--- src/rtl/uart_led_cmd.sv ---
// rtl/uart_led_cmd.sv - ASCII colour/duty command front end driving RGB PWM outputs
//
// Pops bytes from the simpleuart register port, parses R/G/B/W + two hex digit duty
// commands (and X = all off), answers 'K' or '?' over the same port, and generates
// 8-bit PWM for the three RGB driver inputs.
// Optional feature macro: UART_LED_ECHO_EN (echo every popped byte before the response).
//
// Ports:
//   hw_clk        system clock
//   rst           asynchronous reset, active-high
//   reg_dat_do    simpleuart read data, all-ones when no byte is buffered
//   reg_dat_wait  simpleuart write stall
//   reg_dat_re    one-cycle pop strobe
//   reg_dat_we    write request, held until accepted
//   reg_dat_di    write data {24'b0, char}
//   rgb_red       PWM to RGB0PWM
//   rgb_green     PWM to RGB1PWM
//   rgb_blue      PWM to RGB2PWM
module uart_led_cmd #(
    parameter int unsigned PWM_PRESCALE = 47,
    parameter logic [7:0]  RESET_DUTY   = 8'h00
) (
    input  logic        hw_clk,
    input  logic        rst,
    input  logic [31:0] reg_dat_do,
    input  logic        reg_dat_wait,
    output logic        reg_dat_re,
    output logic        reg_dat_we,
    output logic [31:0] reg_dat_di,
    output logic        rgb_red,
    output logic        rgb_green,
    output logic        rgb_blue
);
    localparam int PW = (PWM_PRESCALE < 1) ? 1 : $clog2(PWM_PRESCALE + 1);
    localparam logic [PW-1:0] PRESC_TC = PW'(PWM_PRESCALE);

    typedef enum logic [2:0] {
        S_IDLE    = 3'd0,
        S_POP     = 3'd1,
        S_PARSE   = 3'd2,
        S_TX      = 3'd3
`ifdef UART_LED_ECHO_EN
        ,S_TX_ECHO = 3'd4
`endif
    } state_t;

    typedef enum logic [1:0] {PH_CMD = 2'd0, PH_HI = 2'd1, PH_LO = 2'd2} phase_t;

    state_t      state, state_nxt;
    phase_t      phase, phase_nxt;
    logic [7:0]  rx_byte, tx_char, ch_up;
    logic [1:0]  target, tgt_code;
    logic [3:0]  hi_nib, nib;
    logic        byte_valid, is_hex, cmd_tgt_ok, is_ws;
    logic        resp_valid, tgt_load, hi_load;
    logic [7:0]  resp_char, duty_val;
    logic [2:0]  duty_mask;
    logic [7:0]  pend_r, pend_g, pend_b, pend_r_nxt, pend_g_nxt, pend_b_nxt;
    logic [7:0]  act_r, act_g, act_b;
    logic [PW-1:0] presc;
    logic [7:0]  step;
    logic        presc_tc, wrap;

    assign byte_valid = (reg_dat_do != 32'hFFFF_FFFF);

    // State register
    always_ff @(posedge hw_clk or posedge rst) begin
        if (rst) state <= S_IDLE;
        else     state <= state_nxt;
    end

    // Next-state logic
    always_comb begin
        state_nxt = state;
        case (state)
            S_IDLE:    if (byte_valid) state_nxt = S_POP;
`ifdef UART_LED_ECHO_EN
            S_POP:     state_nxt = S_TX_ECHO;
            S_TX_ECHO: if (!reg_dat_wait) state_nxt = S_PARSE;
`else
            S_POP:     state_nxt = S_PARSE;
`endif
            S_PARSE:   state_nxt = resp_valid ? S_TX : S_IDLE;
            S_TX:      if (!reg_dat_wait) state_nxt = S_IDLE;
            default:   state_nxt = S_IDLE;
        endcase
    end

    // Output logic; the pop strobe is masked during reset so it reads 0 while rst is high
    always_comb begin
        reg_dat_re = (state == S_IDLE) && byte_valid && !rst;
`ifdef UART_LED_ECHO_EN
        reg_dat_we = (state == S_TX) || (state == S_TX_ECHO);
`else
        reg_dat_we = (state == S_TX);
`endif
        reg_dat_di = {24'h0, tx_char};
    end

    // Character classification on the latched byte (case-folded)
    always_comb begin
        ch_up      = (rx_byte >= 8'h61 && rx_byte <= 8'h7A) ? rx_byte - 8'h20 : rx_byte;
        is_hex     = (ch_up >= "0" && ch_up <= "9") || (ch_up >= "A" && ch_up <= "F");
        nib        = (ch_up <= "9") ? ch_up[3:0] : ch_up[3:0] + 4'd9;
        is_ws      = (rx_byte == 8'h0D) || (rx_byte == 8'h0A) || (rx_byte == 8'h20);
        cmd_tgt_ok = 1'b1;
        case (ch_up)
            "R":     tgt_code = 2'd0;
            "G":     tgt_code = 2'd1;
            "B":     tgt_code = 2'd2;
            "W":     tgt_code = 2'd3;
            default: begin tgt_code = 2'd0; cmd_tgt_ok = 1'b0; end
        endcase
    end

    // Parser: only acts during the single PARSE cycle
    always_comb begin
        resp_valid = 1'b0;
        resp_char  = 8'h00;
        phase_nxt  = phase;
        tgt_load   = 1'b0;
        hi_load    = 1'b0;
        duty_mask  = 3'b000;
        duty_val   = {hi_nib, nib};
        if (state == S_PARSE) begin
            case (phase)
                PH_CMD: begin
                    if (cmd_tgt_ok) begin
                        tgt_load  = 1'b1;
                        phase_nxt = PH_HI;
                    end else if (ch_up == "X") begin
                        duty_mask  = 3'b111;
                        duty_val   = 8'h00;
                        resp_valid = 1'b1;
                        resp_char  = "K";
                    end else if (!is_ws) begin
                        resp_valid = 1'b1;
                        resp_char  = "?";
                    end
                end
                PH_HI: begin
                    resp_valid = !is_hex;
                    resp_char  = "?";
                    hi_load    = is_hex;
                    phase_nxt  = is_hex ? PH_LO : PH_CMD;
                end
                PH_LO: begin
                    resp_valid = 1'b1;
                    resp_char  = is_hex ? "K" : "?";
                    if (is_hex) duty_mask = (target == 2'd3) ? 3'b111 : (3'b001 << target);
                    phase_nxt  = PH_CMD;
                end
                default: phase_nxt = PH_CMD;
            endcase
        end
    end

    assign pend_r_nxt = duty_mask[0] ? duty_val : pend_r;
    assign pend_g_nxt = duty_mask[1] ? duty_val : pend_g;
    assign pend_b_nxt = duty_mask[2] ? duty_val : pend_b;

    assign presc_tc = (presc == PRESC_TC);
    assign wrap     = presc_tc && (step == 8'hFF);

    // Datapath: byte/response registers, parser state, duties and PWM
    always_ff @(posedge hw_clk or posedge rst) begin
        if (rst) begin
            rx_byte   <= 8'h00;
            tx_char   <= 8'h00;
            phase     <= PH_CMD;
            target    <= 2'd0;
            hi_nib    <= 4'h0;
            pend_r    <= RESET_DUTY;
            pend_g    <= RESET_DUTY;
            pend_b    <= RESET_DUTY;
            act_r     <= RESET_DUTY;
            act_g     <= RESET_DUTY;
            act_b     <= RESET_DUTY;
            presc     <= '0;
            step      <= 8'h00;
            rgb_red   <= 1'b0;
            rgb_green <= 1'b0;
            rgb_blue  <= 1'b0;
        end else begin
            if (state == S_IDLE && byte_valid) rx_byte <= reg_dat_do[7:0];
`ifdef UART_LED_ECHO_EN
            if (state == S_POP) tx_char <= rx_byte;
`endif
            if (resp_valid) tx_char <= resp_char;
            phase <= phase_nxt;
            if (tgt_load) target <= tgt_code;
            if (hi_load)  hi_nib <= nib;
            pend_r <= pend_r_nxt;
            pend_g <= pend_g_nxt;
            pend_b <= pend_b_nxt;
            // Load from the next-pending value so a write landing on the wrap is taken now
            if (wrap) begin
                act_r <= pend_r_nxt;
                act_g <= pend_g_nxt;
                act_b <= pend_b_nxt;
            end
            presc <= presc_tc ? '0 : presc + 1'b1;
            if (presc_tc) step <= step + 8'd1;
            rgb_red   <= (step < act_r);
            rgb_green <= (step < act_g);
            rgb_blue  <= (step < act_b);
        end
    end
endmodule
--- config.mk ---
export PLATFORM = sky130hd
export DESIGN_NAME = uart_led_cmd
export DESIGN_NICKNAME = d
export VERILOG_FILES = /design/src/rtl/uart_led_cmd.sv
export SDC_FILE = /design/constraint.sdc
export NUM_CORES = 1
export LEC_CHECK = 0
export CORE_MARGIN = 10
export CORE_UTILIZATION = 54
export DETAILED_ROUTE_END_ITERATION = 7
export DONT_BUFFER_PORTS = 1
export PLACE_DENSITY_LB_ADDON = 0.25
export SYNTH_ARGS = -nofsm -noshare
export SYNTH_HDL_FRONTEND = slang
export SYNTH_SLANG_ARGS = --single-unit
export TNS_END_PERCENT = 5
--- constraint.sdc ---
create_clock -name hw_clk -period 4.9 [get_ports hw_clk]
set_clock_uncertainty 0.1 [all_clocks]
set_input_delay 0.49 -clock hw_clk [delete_from_list [all_inputs] [get_ports hw_clk]]
set_output_delay 0.49 -clock hw_clk [all_outputs]
set_load 0.05 [all_outputs]
# ---- Word-level counts from Yosys, hierarchy flattened
# Index checks and enable logic that the tools add are counted.
dict set report word_totals {
  register_bits 92
  inputBits 35
  out_inout_bits 37
  word_cells 108
}
dict set report classes {
  addsub 4
  n_lt_le_gt_ge 9
  n_eq_ne 20
  shifts 1
  muxes 41
  n_reduce_logical 16
}
# cell count
set op_table {}
lappend op_table {{two-way mux 8 bit} 8}
lappend op_table {{== test 8 x 7 -> 1 bit, second input constant} 5}
lappend op_table {{inequality test 32 bit, second input constant} 1}
lappend op_table {{two-way mux 7 bit} 4}
lappend op_table {{less-than comparator 8 bit} 3}
lappend op_table {{two-way mux 3 bit} 7}
lappend op_table {{one-hot mux 7 bit (3 select lines)} 1}
lappend op_table {{== test 8 x 4 -> 1 bit, second input constant} 2}
lappend op_table {{greater-or-equal comparator 8 x 7 -> 1 bit, second input constant} 2}
lappend op_table {{less-or-equal comparator 8 x 7 -> 1 bit, second input constant} 2}
lappend op_table {{two-way mux 6 bit} 2}
lappend op_table {{one-hot mux 3 bit (4 select lines)} 1}
lappend op_table {{two-way mux 1 bit} 10}
lappend op_table {{adder 8 x 1 -> 8 bit, second input constant} 1}
lappend op_table {{== test 8 x 6 -> 1 bit, second input constant} 1}
lappend op_table {{== test 8 bit, second input constant} 1}
lappend op_table {{greater-or-equal comparator 8 x 6 -> 1 bit, second input constant} 1}
lappend op_table {{less-or-equal comparator 8 x 6 -> 1 bit, second input constant} 1}
lappend op_table {{subtractor 8 x 6 -> 8 bit, second input constant} 1}
lappend op_table {{adder 6 x 1 -> 6 bit, second input constant} 1}
lappend op_table {{== test 3 x 2 -> 1 bit, second input constant} 2}
lappend op_table {{== test 6 bit, second input constant} 1}
lappend op_table {{logical AND 1 bit} 6}
lappend op_table {{two-way mux 2 bit} 3}
lappend op_table {{17 further kinds} 24}

# ---- Depth between registers and ports, before layout
# Gate-level depths: netlist (run 1).
dict set report depth {
  ltp_word 11
  mapped_depth 11
  ltp_nobuf 9
}

# ---- Worst setup path after synthesis (run 1)
# OpenSTA, ideal clock, no wires.
dict set report synth_timing {
  kind {input-to-output}
  start {input port rst}
  end {output port reg_dat_re}
  t_arrival_ns 2.907
  required_time_ns 4.310
  setup_slack_ns 1.403
  stages 2
  path_buffers 0
  path_cell_list {inv_1 -> and2_1}
}
dict set report synth_via {
  elab_chain_cells 2
}
# element line
set synth_rtl {}
lappend synth_rtl {{from (decl)} 24} ;# input logic rst,
lappend synth_rtl {{logical NOT 1 bit (no source line)} --}
lappend synth_rtl {{logical AND 1 bit} 91} ;# reg_dat_re = (state == S_IDLE) && byte_valid && !rst;
lappend synth_rtl {{to (decl)} 27} ;# output logic reg_dat_re,
# No other way between the ends.

# ---- Worst setup path in the final report (run 1)
dict set report layout_timing {
  start {register rx_byte[5]}
  end {register act_r[2]}
}
dict set report layout_via {
  elab_chain_cells 10
  word_cells_on_any_way 31
  cone_classes {2 x add/sub; 6 x order compare; 5 x eq/ne; 13 x mux; 5 x reduce/logical}
}
# element line
set layout_rtl {}
lappend layout_rtl {{from (decl)} 51} ;# logic [7:0] rx_byte, tx_char, ch_up;
lappend layout_rtl {{from (signal assigned)} 185} ;# if (state == S_IDLE && byte_valid) rx_byte <= reg_dat_do[7:0];
lappend layout_rtl {{greater-or-equal comparator 8 x 7 -> 1 bit or less-or-equal comparator 8 x 7 -> 1 bit (tied branches)} 102} ;# ch_up = (rx_byte >= 8'h61 && rx_byte <= 8'h7A) ? rx_byte - 8'h20 : rx_byte;
lappend layout_rtl {{logical AND 1 bit} 102}
lappend layout_rtl {{two-way mux 8 bit (*)} 102}
lappend layout_rtl {{less-or-equal comparator 8 x 6 -> 1 bit, or another cell as far along} {103, 104}}
lappend layout_rtl {{two-way mux 4 bit, or another cell as far along} 104} ;# nib = (ch_up <= "9") ? ch_up[3:0] : ch_up[3:0] + 4'd9;
lappend layout_rtl {{two-way mux 8 bit, or another cell as far along} 131} ;# end else if (ch_up == "X") begin
lappend layout_rtl {{two-way mux 8 bit, or another cell as far along} 128} ;# if (cmd_tgt_ok) begin
lappend layout_rtl {{two-way mux 8 bit or one-hot mux 3 bit (2 select lines) (tied branches)} 126} ;# case (phase)
lappend layout_rtl {{two-way mux 8 bit or two-way mux 3 bit (tied branches)} 125} ;# if (state == S_PARSE) begin
lappend layout_rtl {{two-way mux 8 bit (*)} 158} ;# assign pend_r_nxt = duty_mask[0] ? duty_val : pend_r;
lappend layout_rtl {{net pend_r_nxt[2]} 58} ;# logic [7:0] pend_r, pend_g, pend_b, pend_r_nxt, pend_g_nxt, pend_b_nxt;
lappend layout_rtl {{to (signal assigned)} 198} ;# act_r <= pend_r_nxt;
lappend layout_rtl {{to (decl)} 59} ;# logic [7:0] act_r, act_g, act_b;
# Mark *: on every way through the listed nets, which the timed path passes. The rest lies on a longest branch.
# A chain may end at the register's enable or synchronous reset.

==> metrics.md, run 1 <==
| Metric | Value |
|---|---|
| Setup Total Neg Slack | 0 ns |
| Fmax | 314.5 MHz |
| Residual DRC | 0 |
| Skew-Pair Late Insertion Delay | 0.35 ns |
| Syn_area_per_cell | 10.90 um2 |
| CP cell instances | inv_1 -> ha_1 -> nor4b_4 -> inv_2 -> nor4_4 -> nor2_1 -> o21ai_2 -> mux2_4 -> mux2_2 |
| Share of cells above drive strength 1 | 18.14% |
| Worst Max-Slew Pin Slew | 0.8708 ns |
| Asr flop ratio synth | 100.0% |
| Synthesized area | 4861 um2 |
| Seq/Total Area, Yosys | 44.27% |
| Core footprint | 8721 um2 |
| Slowest CP cell | dfrtp_1 |
| Comb pwr share | 33.7% |
| Slew HR | 41.95% |
| Commonest non-fill, non-tap cell in the layout | dfrtp_1 |
| Final hold vios | 0 |
| Max_cap viols | 0 |
| Synthesis warning total | 0 |
| Number of global-route vias before repair | 3264 |
| Final hold slack | 0.1549 ns |
| Final worst-path cycle share | 64.88% |
| GRT met1 Usage | 18.37% |
| Crit. End Element | flop |
| Via density | 5.580 |
| CP max stage delay | 0.51 ns |
| Nets | 520 |
| Routability cong. | 0.8499 |
| Static leakage | 2.353 nW |
| First-pass GRT wire length | 15.85 mm |
| Net Switching | 0.8344 mW |
| H-Tree Depth | 3 |
| DIE HEIGHT | 114.9 um |
| Final ANT Viol Nets | 0 |
| Cells after Synth | 446 |
| Pwr/cell area | 419.2 nW/um2 |
| TritonRoute pass-1 iters | 4 |
| Area growth, synth to finish | 3.964% |
| Most used DFF post-synth | dfrtp_1 |
| GR Util All Layers | 14.71% |
| Initial Util | 55.74% |
| Max-slew violations | 0 |
| GR Layer Usage met2 | 24.21% |
| DR WL/cell | 16.72 um |
| DP Wirelength | 7.137 mm |
| Clk Tree Root Cell | clkbuf_8 |
| Post-Route WL | 9.363 mm |
| Class of the worst hold path | input port to flop |
| Most frequent cells in the layout | 86 x dfrtp_1, 41 x mux2_2, 36 x ha_1, 32 x inv_1, 30 x nand2_1 |
| Netlist cell types | 58 |
| Clock network fraction of total power | 23.1% |
| Post-CTS Setup Inserts | 0 |
| Worst Path Arrival | 3.31 ns |
| Number of diodes | 0 |
| Total grt overflow | 0 |
| Worst-case clock buffer depth | 2 |
| Num rows | 34 |
| Via Count | 3125 |
| Top Ports | 72 |
| Final Critical Period | 3.179 ns |
| Outcome | finished clean |
| CP startpoint kind | flop |
| Post-synth EDFFs | 0 |
| CP Data Required Time | 5.04 ns |
| I/O Buffers | 0 |
| Flop pwr share | 43.2% |
| Gr busiest metal | met2 |
| Largest net degree at the start of global routing | 71 |
| RSZ-0062 raised after global routing | false |
| Clock transition at path regs | 0.08 ns |
| Setup-failing EPs final | 0 |
| Total CTS buffers | 9 |
| Iter 0 DRT Violations | 140 |
| CP max FO | 9 |
| CTS tree | built |
| Cell Int Power | 1.284 mW |
| Max IR drop VDD | 0.0002669 V |
| Clock Sinks | 86 |
| Die X | 114.9 um |
| Initial antenna violation count | 0 |
| Die area | 13200 um2 |
| Post-CTS sizing | 0 |
| Synth Register Bits | 86 |
| Sw Ratio | 39.38% |
| GR Util met3 | 3.177% |
| Setup CP Type | flop to flop |
==> metal layers <==
layer  up-vias  routed length (um)
met3        16                 487
met1      1519                4152
met2        68                4550
met5         -                   0
met4         0                 173
li1       1522                   -
==> critical path: cells and delay by family (launching register included) <==
| family | cells | cell delay [ns] |
|---|---|---|
| flip-flops | 1 | 0.51 |
| multiplexers | 2 | 0.61 |
| buffers and inverters | 2 | 0.22 |
| AO/OA/AOI/OAI | 1 | 0.34 |
| adder cells (fa/ha/maj) | 1 | 0.37 |
| AND/OR/NAND/NOR | 3 | 0.92 |
==> through the flow <==
step | worst slack, ns | utilization (%) | power [mW] | area (um2) | cells
detailed placement | 1.731 | 55.70 | 1.639 | 4857 | 545
global placement | 1.752 | 55.70 | 1.625 | 4857 | 545
CTS | 1.714 | 57.95 | 2.129 | 5054 | 560
finish | 1.721 | 57.95 | 2.119 | 5054 | 560
floorplan | 1.403 | - | 1.520 | 4951 | 470
global route | 1.518 | 57.95 | 2.249 | 5054 | 560
==> sequential cells by signal (all words and copies together), names as in the netlist, 3 cells and up <==
register / count
act_b: 8
rx_byte: 8
pend_b: 8
step: 8
act_g: 8
pend_r: 8
pend_g: 8
hi_nib: 4
presc: 6
act_r: 8
tx_char: 3
==> power by group through the flow <==
stage	Clock, mW	Sequential, mW	Combinational, mW
2_1_floorplan	0	0.885	0.636
3_3_place_gp	0	0.923	0.702
3_5_place_dp	0	0.926	0.713
4_1_cts	0.500	0.912	0.717
5_1_grt	0.527	0.929	0.793
6_report	0.489	0.915	0.715
==> repair_timing <==
item                       CTS  global route
hold endpoints to repair    16             0
setup endpoints to repair    0             0
hold buffers                 1             0
==> worst paths after layout <==
| kind | end | slack (ns) | startpoint | cells after the start |
|---|---|---|---|---|
| setup / recovery | act_r[2] | 1.72 | rx_byte[5] | 9 |
| hold / removal | rx_byte[3] | 0.15 | reg_dat_do[3] | 2 |
| setup reg to reg | act_r[2] | 1.72 | rx_byte[5] | 9 |
| hold reg to reg | pend_g[0] | 0.39 | pend_g[0] | 2 |
| max in group asynchronous | pend_b[2] | 3.12 | rst | 3 |
| min in group asynchronous | rx_byte[7] | 0.43 | rst | 2 |
==> synthesized netlist by cell type, types with 2 or more instances <==
cell	n	area share [%]
dfrtp_1	86	44
mux2_2	41	9.5
ha_1	36	9.3
inv_1	33	2.5
buf_4	30	4.6
nand2_1	30	2.3
o21ai_0	24	2.5
nor2_1	20	1.5
a21oi_1	14	1.4
nand4_1	13	1.7
nand3_1	9	0.93
nor2b_1	9	1.2
mux2i_1	7	1.4
nand2b_1	6	0.77
xnor2_1	6	1.1
a211oi_1	5	0.77
a21o_1	4	0.62
and2_1	4	0.51
buf_2	4	0.41
mux2_4	4	1.2
nor4_1	4	0.51
o41ai_1	4	0.72
xor2_1	4	0.72
clkbuf_1	3	0.23
o211a_1	3	0.62
o31ai_1	3	0.46
a211o_1	2	0.36
nand3b_1	2	0.31
o2111ai_1	2	0.36
o211ai_1	2	0.31
o21a_1	2	0.31
o21ai_2	2	0.36
o22a_1	2	0.36
o31ai_4	2	0.88
==> cell families (layout without fill, tap and decap cells) <==
| logic type | Yosys count | in the layout | synth area share [%] |
|---|---|---|---|
| adder cells (fa/ha/maj) | 36 | 36 | 9.266 |
| multiplexers | 52 | 52 | 12.18 |
| AND/OR/NAND/NOR | 109 | 109 | 12.64 |
| XOR/XNOR | 10 | 10 | 1.802 |
| other | 1 | 25 | 0.07715 |
| flip-flops | 86 | 86 | 44.27 |
| AO/OA/AOI/OAI | 80 | 80 | 11.64 |
| buffers and inverters | 72 | 54 | 8.134 |
==> area by class of cell <==
| class | instances | area (um2) |
|---|---|---|
| fill | 735 | 3667 |
| multi-input combinational | 312 | 2404 |
| sequential | 86 | 2152 |
| clock buffer | 10 | 137.6 |
| tap | 108 | 135.1 |
| inverter | 34 | 128.9 |
| clock inverter | 4 | 48.80 |
| timing repair buffer | 6 | 47.55 |
(Power assumes the default switching activity.)
==> inputs of run 2 (changes only) <==
==> constraint.sdc (replaced) <==
create_clock -name hw_clk -period 2.83 [get_ports hw_clk]
set_clock_uncertainty 0.1 [all_clocks]
set_input_delay 0.283 -clock hw_clk [delete_from_list [all_inputs] [get_ports hw_clk]]
set_output_delay 0.283 -clock hw_clk [all_outputs]
set_load 0.05 [all_outputs]
==> run 2 against run 1 <==
  * The run now ends with setup timing left
  * Sequential power is 66% higher
  * Fmax increased by 10%
  * Highest routed layer unchanged
  * First-iteration DRC count up 24%
  * Via count rose by 7.5%
  * Critical endpoint is now act_g[3]
  * Count of clock-buffer cells in the layout up 1
  * Global-route usage is 1.0 points higher
==> metrics.md, run 2 (same netlist as run 1, synthesis figures left out) <==
| Metric | Value |
|---|---|
| First-pass GRT wire length | 16.97 mm |
| I/O Buffers | 0 |
| Top Ports | 72 |
| Class of the worst hold path | input port to flop |
| Iter 0 DRT Violations | 174 |
| Final Util | 63.64% |
| Area growth, synth to finish | 14.18% |
| Max IR drop VDD | 0.0004983 V |
| Worst Max-Slew Pin Slew | 0.7538 ns |
| Max Used Layer | met4 |
| CTS tree | built |
| Power Total | 3.993 mW |
| Setup Total Neg Slack | -0.1194 ns |
| Setup WS pre-CTS | -0.1333 ns |
| Slew HR | 49.22% |
| Total CTS buffers | 9 |
| Clk Tree Root Cell | clkbuf_8 |
| Initial Util | 55.74% |
| Clock transition at path regs | 0.09 ns |
| Num rows | 34 |
| Largest net degree at the start of global routing | 87 |
| Final Non-Filler Cells | 606 |
| Design area | 5550 um2 |
| GR Util All Layers | 15.71% |
| Commonest non-fill, non-tap cell in the layout | dfrtp_1 |
| CP startpoint kind | flop |
| Failing checks | setup timing |
| Final worst-path cycle share | 102.0% |
| Final hold slack | 0.03553 ns |
| Outcome | finished, violations left |
| Number of global-route vias before repair | 3469 |
| Pwr/cell area | 719.4 nW/um2 |
| Nets | 564 |
| Met2 WL | 5.161 mm |
| CP max FO | 8 |
| Fmax | 346.6 MHz |
| Share of cells above drive strength 1 | 25.50% |
| Setup ws final | -0.05552 ns |
| Number of diodes | 0 |
| Worst Path Arrival | 3.01 ns |
| H-Tree Depth | 3 |
| Residual DRC | 0 |
| DP Wirelength | 7.383 mm |
| DIE HEIGHT | 114.9 um |
| Die X | 114.9 um |
| Final hold vios | 0 |
| RSZ-0062 raised after global routing | true |
| TritonRoute pass-1 iters | 4 |
| Initial antenna violation count | 0 |
| Core footprint | 8721 um2 |
| Final ANT Viol Nets | 0 |
| Final Critical Period | 2.886 ns |
| DR WL/cell | 16.99 um |
| Routability cong. | 0.8539 |
| Clock Sinks | 86 |
| Die area | 13200 um2 |
| Static leakage | 2.603 nW |
| Max_cap viols | 0 |
| Most frequent cells in the layout | 86 x dfrtp_1, 36 x buf_4, 34 x ha_1, 33 x mux2_2 |
| Skew-Pair Late Insertion Delay | 0.35 ns |
| Dpl cells | 569 |
| CP Data Required Time | 2.96 ns |
| Via density | 5.541 |
| Max-slew violations | 0 |
| Crit. End Element | flop |
| Worst-case clock buffer depth | 2 |
| Post-DP Area | 5077 um2 |
| R2r startpoint | rx_byte[0] |
| Setup-failing EPs final | 9 |
| Post-Route WL | 10.29 mm |
| Via Count | 3358 |
| CP startpoint | rx_byte[0] |
| Met3 WL | 477 um |
| Total grt overflow | 0 |
| Setup CP Type | flop to flop |
| Hold path start | reg_dat_wait |
| WL met1 | 4.439 mm |
## run 2: cell count changes in the layout (fill, tap and decap cells not counted), sizes merged
cell         delta
clkinv          -2
dlygate4sd3     +9
o21a            +1
buf            +34
clkinvlp        +2
inv             +1
clkbuf          +1
## run 2: report_power, final
| group | total [mW] | leakage [nW] | internal [mW] | switching [mW] |
|---|---|---|---|---|
| Sequential | 1.52 | 1.16 | 1.38 | 0.133 |
| Clock | 0.869 | 0.0997 | 0.433 | 0.436 |
| Combinational | 1.61 | 1.34 | 0.611 | 0.998 |
| Total | 3.99 | 2.60 | 2.43 | 1.57 |
## run 2: per-layer routing
layer | up-vias | global-route usage (%)
met4 | 0 | 5.858
li1 | 1625 | -
met5 | - | 0
met2 | 72 | 26.91
met3 | 13 | 2.917
met1 | 1648 | 19.22
## run 2: worst max-delay path, cell delays in order (launching register included)
cell,delay [ns]
dfrtp_1,0.41
ha_2,0.19
or4b_4,0.55
nor2_4,0.20
nor4_4,0.07
buf_4,0.16
o31ai_4,0.29
buf_12,0.18
mux2_2,0.35
mux2_2,0.27
## run 2: layout make-up
class / instances / area, um2
multi-input cells: 313 / 2504
flip-flops and latches: 86 / 2152
clock inverters: 5 / 56.30
clock buffers: 11 / 141.4
inverters: 34 / 131.4
fillers: 681 / 3171
repair buffers: 49 / 430.4
well taps: 108 / 135.1
## run 2: repair_timing
item | in CTS | in global routing
hold endpoints to repair | 95 | 0
pin swaps | 1 | 6
resized for setup | 3 | 18
buffers inserted | 0 | 10
hold buffers | 10 | 0
endpoints found under the setup margin | 12 | 26
gates cloned | 0 | 1
## run 2: worst paths after layout
check,slack [ns],cells after the start,end
max in group asynchronous,1.78,3,pend_r[1]
min,0.04,2,state[1]
min in group asynchronous,0.50,3,pend_r[4]
max,-0.06,9,act_g[3]
min reg2reg,0.39,2,pend_b[0]
max reg2reg,-0.06,9,act_g[3]
==> inputs of run 3 (changes only) <==
==> constraint.sdc (replaced) <==
create_clock -name hw_clk -period 3.3 [get_ports hw_clk]
set_clock_uncertainty 0.1 [all_clocks]
set_input_delay 0.33 -clock hw_clk [delete_from_list [all_inputs] [get_ports hw_clk]]
set_output_delay 0.33 -clock hw_clk [all_outputs]
set_load 0.05 [all_outputs]
==> run 3 against run 2 <==
  * The flow now finishes without violations
  * Hold slack better by 0.043 ns
  * Sequential power down 11%
  * Critical endpoint is now act_r[1]
  * Core utilization is 4.3 points lower
  * Count of clock-buffer cells in the layout fell by 1
==> metrics.md, run 3 (same netlist as run 1, synthesis figures left out) <==
| Metric | Value |
|---|---|
| Fmax | 328.5 MHz |
| TritonRoute pass-1 iters | 4 |
| Post-CTS Setup Inserts | 0 |
| Total CTS buffers | 9 |
| Via density | 5.607 |
| Post-DP Area | 4887 um2 |
| Max-slew violations | 0 |
| Max_cap viols | 0 |
| Nets | 533 |
| R2r startpoint | rx_byte[1] |
| Post-CTS sizing | 0 |
| Crit. End Element | flop |
| Final hold vios | 0 |
| GR Util All Layers | 15.27% |
| Most frequent cells in the layout | 86 x dfrtp_1, 41 x mux2_2, 36 x ha_1, 32 x inv_1, 30 x nand2_1 |
| Share of cells above drive strength 1 | 18.84% |
| Fill cells | 756 |
| Routability cong. | 0.8441 |
| Area taken by multi-input logic gates | 2404 um2 |
| Worst reg-to-reg path cell count | 9 |
| Skew-Pair Late Insertion Delay | 0.36 ns |
| Iter 0 DRT Violations | 152 |
| Number of diodes | 0 |
| Initial antenna violation count | 0 |
| Cell family with most CP delay | simple AND/OR/NAND/NOR gates |
| Worst Path Arrival | 3.19 ns |
| CP max FO | 7 |
| Setup CP Type | flop to flop |
| Via Count | 3224 |
| Max IR drop VDD | 0.0004270 V |
| H-Tree Depth | 3 |
| Commonest non-fill, non-tap cell in the layout | dfrtp_1 |
| WHS Path Cells | 2 |
| DR WL/cell | 17.03 um |
| CP max stage delay | 0.58 ns |
| Slew HR | 41.61% |
| CP Data Required Time | 3.45 ns |
| I/O Buffers | 0 |
| Final Critical Period | 3.044 ns |
| Clock Sinks | 86 |
| Largest net degree at the start of global routing | 71 |
| Die area | 13200 um2 |
| RSZ-0062 raised after global routing | false |
| Final worst-path cycle share | 92.26% |
| Class of the worst hold path | input port to flop |
| Worst-case clock buffer depth | 2 |
| Total grt overflow | 0 |
| Die X | 114.9 um |
| Residual DRC | 0 |
| Register Area | 2152 um2 |
| Outcome | finished clean |
| Slowest CP cell | or4b_4 |
| Core footprint | 8721 um2 |
| Pwr/cell area | 609.0 nW/um2 |
| Post-Route WL | 9.794 mm |
| First-pass GRT wire length | 16.57 mm |
| Area growth, synth to finish | 6.538% |
| CTS tree | built |
| Hold path start | reg_dat_wait |
| Static leakage | 2.406 nW |
| Setup-failing EPs final | 0 |
| Design area | 5179 um2 |
| CP startpoint kind | flop |
| DIE HEIGHT | 114.9 um |
| Clk Tree Root Cell | clkbuf_8 |
| Initial Util | 55.74% |
| DP Wirelength | 7.256 mm |
| Setup Total Neg Slack | 0 ns |
| Setup slack, reg-to-reg | 0.26 ns |
| Bufs and invs on worst path | 1 |
| R2r endpoint | act_r[1] |
| Num rows | 34 |
| Final ANT Viol Nets | 0 |
| Clock transition at path regs | 0.09 ns |
| Top Ports | 72 |
| Worst Max-Slew Pin Slew | 0.8758 ns |
| CP cell instances | inv_1 -> ha_1 -> or4b_4 -> nor2_4 -> o31ai_1 -> nand3_1 -> mux2i_1 -> o21ai_0 -> mux2_2 |
| Number of global-route vias before repair | 3331 |
| Hold path endpoint | state[1] |
-- run 3: report_power, final --
group	leakage, nW	switching [mW]	internal, mW	total [mW]
Combinational	1.15	0.707	0.371	1.08
Sequential	1.16	0.173	1.18	1.36
Clock	0.0954	0.411	0.307	0.718
-- run 3: worst max path at each step --
stage | startpoint | to | slack, ns | cells after the start
5_1_grt | rx_byte[1] | act_r[1] | 0.06 | 9
3_5_place_dp | rx_byte[5] | act_r[3] | 0.19 | 9
3_3_place_gp | rx_byte[5] | act_r[3] | 0.27 | 9
4_1_cts | rx_byte[5] | act_r[3] | 0.17 | 9
6_report | rx_byte[1] | act_r[1] | 0.26 | 9
2_1_floorplan | rst | reg_dat_re | 0.12 | 2
-- run 3: worst reg2reg max path, cell delays in order (launching register included) --
cell	delay (ns)
dfrtp_1	0.45
inv_1	0.12
ha_1	0.22
or4b_4	0.58
nor2_4	0.19
o31ai_1	0.11
nand3_1	0.17
mux2i_1	0.44
o21ai_0	0.24
mux2_2	0.31
-- run 3: final cells by class --
cell class                      instances  share of cell area (%)
Tap cell                              108                   2.609
Clock buffer                           10                   2.658
Multi-Input combinational cell        312                   46.41
Clock inverter                          6                   1.039
Timing Repair Buffer                   19                   3.237
Inverter                               34                   2.489
Sequential cell                        86                   41.56
-- run 3: per-stage QoR --
stage | power, mW | setup slack, ns | utilization, % | cells | hold WS (ns)
after floorplan | 2.257 | 0.1231 | - | 470 | 0.3346
after global placement | 2.415 | 0.2749 | 56.04 | 549 | 0.06738
after detailed placement | 2.437 | 0.1858 | 56.04 | 549 | 0.07099
after CTS | 3.176 | 0.1656 | 59.15 | 573 | 0.004283
after global routing | 3.353 | 0.06383 | 59.38 | 575 | 0.07199
final | 3.154 | 0.2555 | 59.38 | 575 | 0.07859
-- run 3: repair_timing --
action | CTS | global route
endpoints found under the hold margin | 23 | 2
setup endpoints to repair | 0 | 4
hold buffers | 8 | 2
-- run 3: per-layer routing --
| metal | track usage [%] | up-vias | part of all wire [%] |
|---|---|---|---|
| li1 | - | 1552 | - |
| met1 | 18.36 | 1591 | 42 |
| met2 | 26.61 | 75 | 52 |
| met3 | 4.115 | 6 | 5.4 |
| met4 | 3.465 | 0 | 0.83 |
| met5 | 0 | - | 0 |
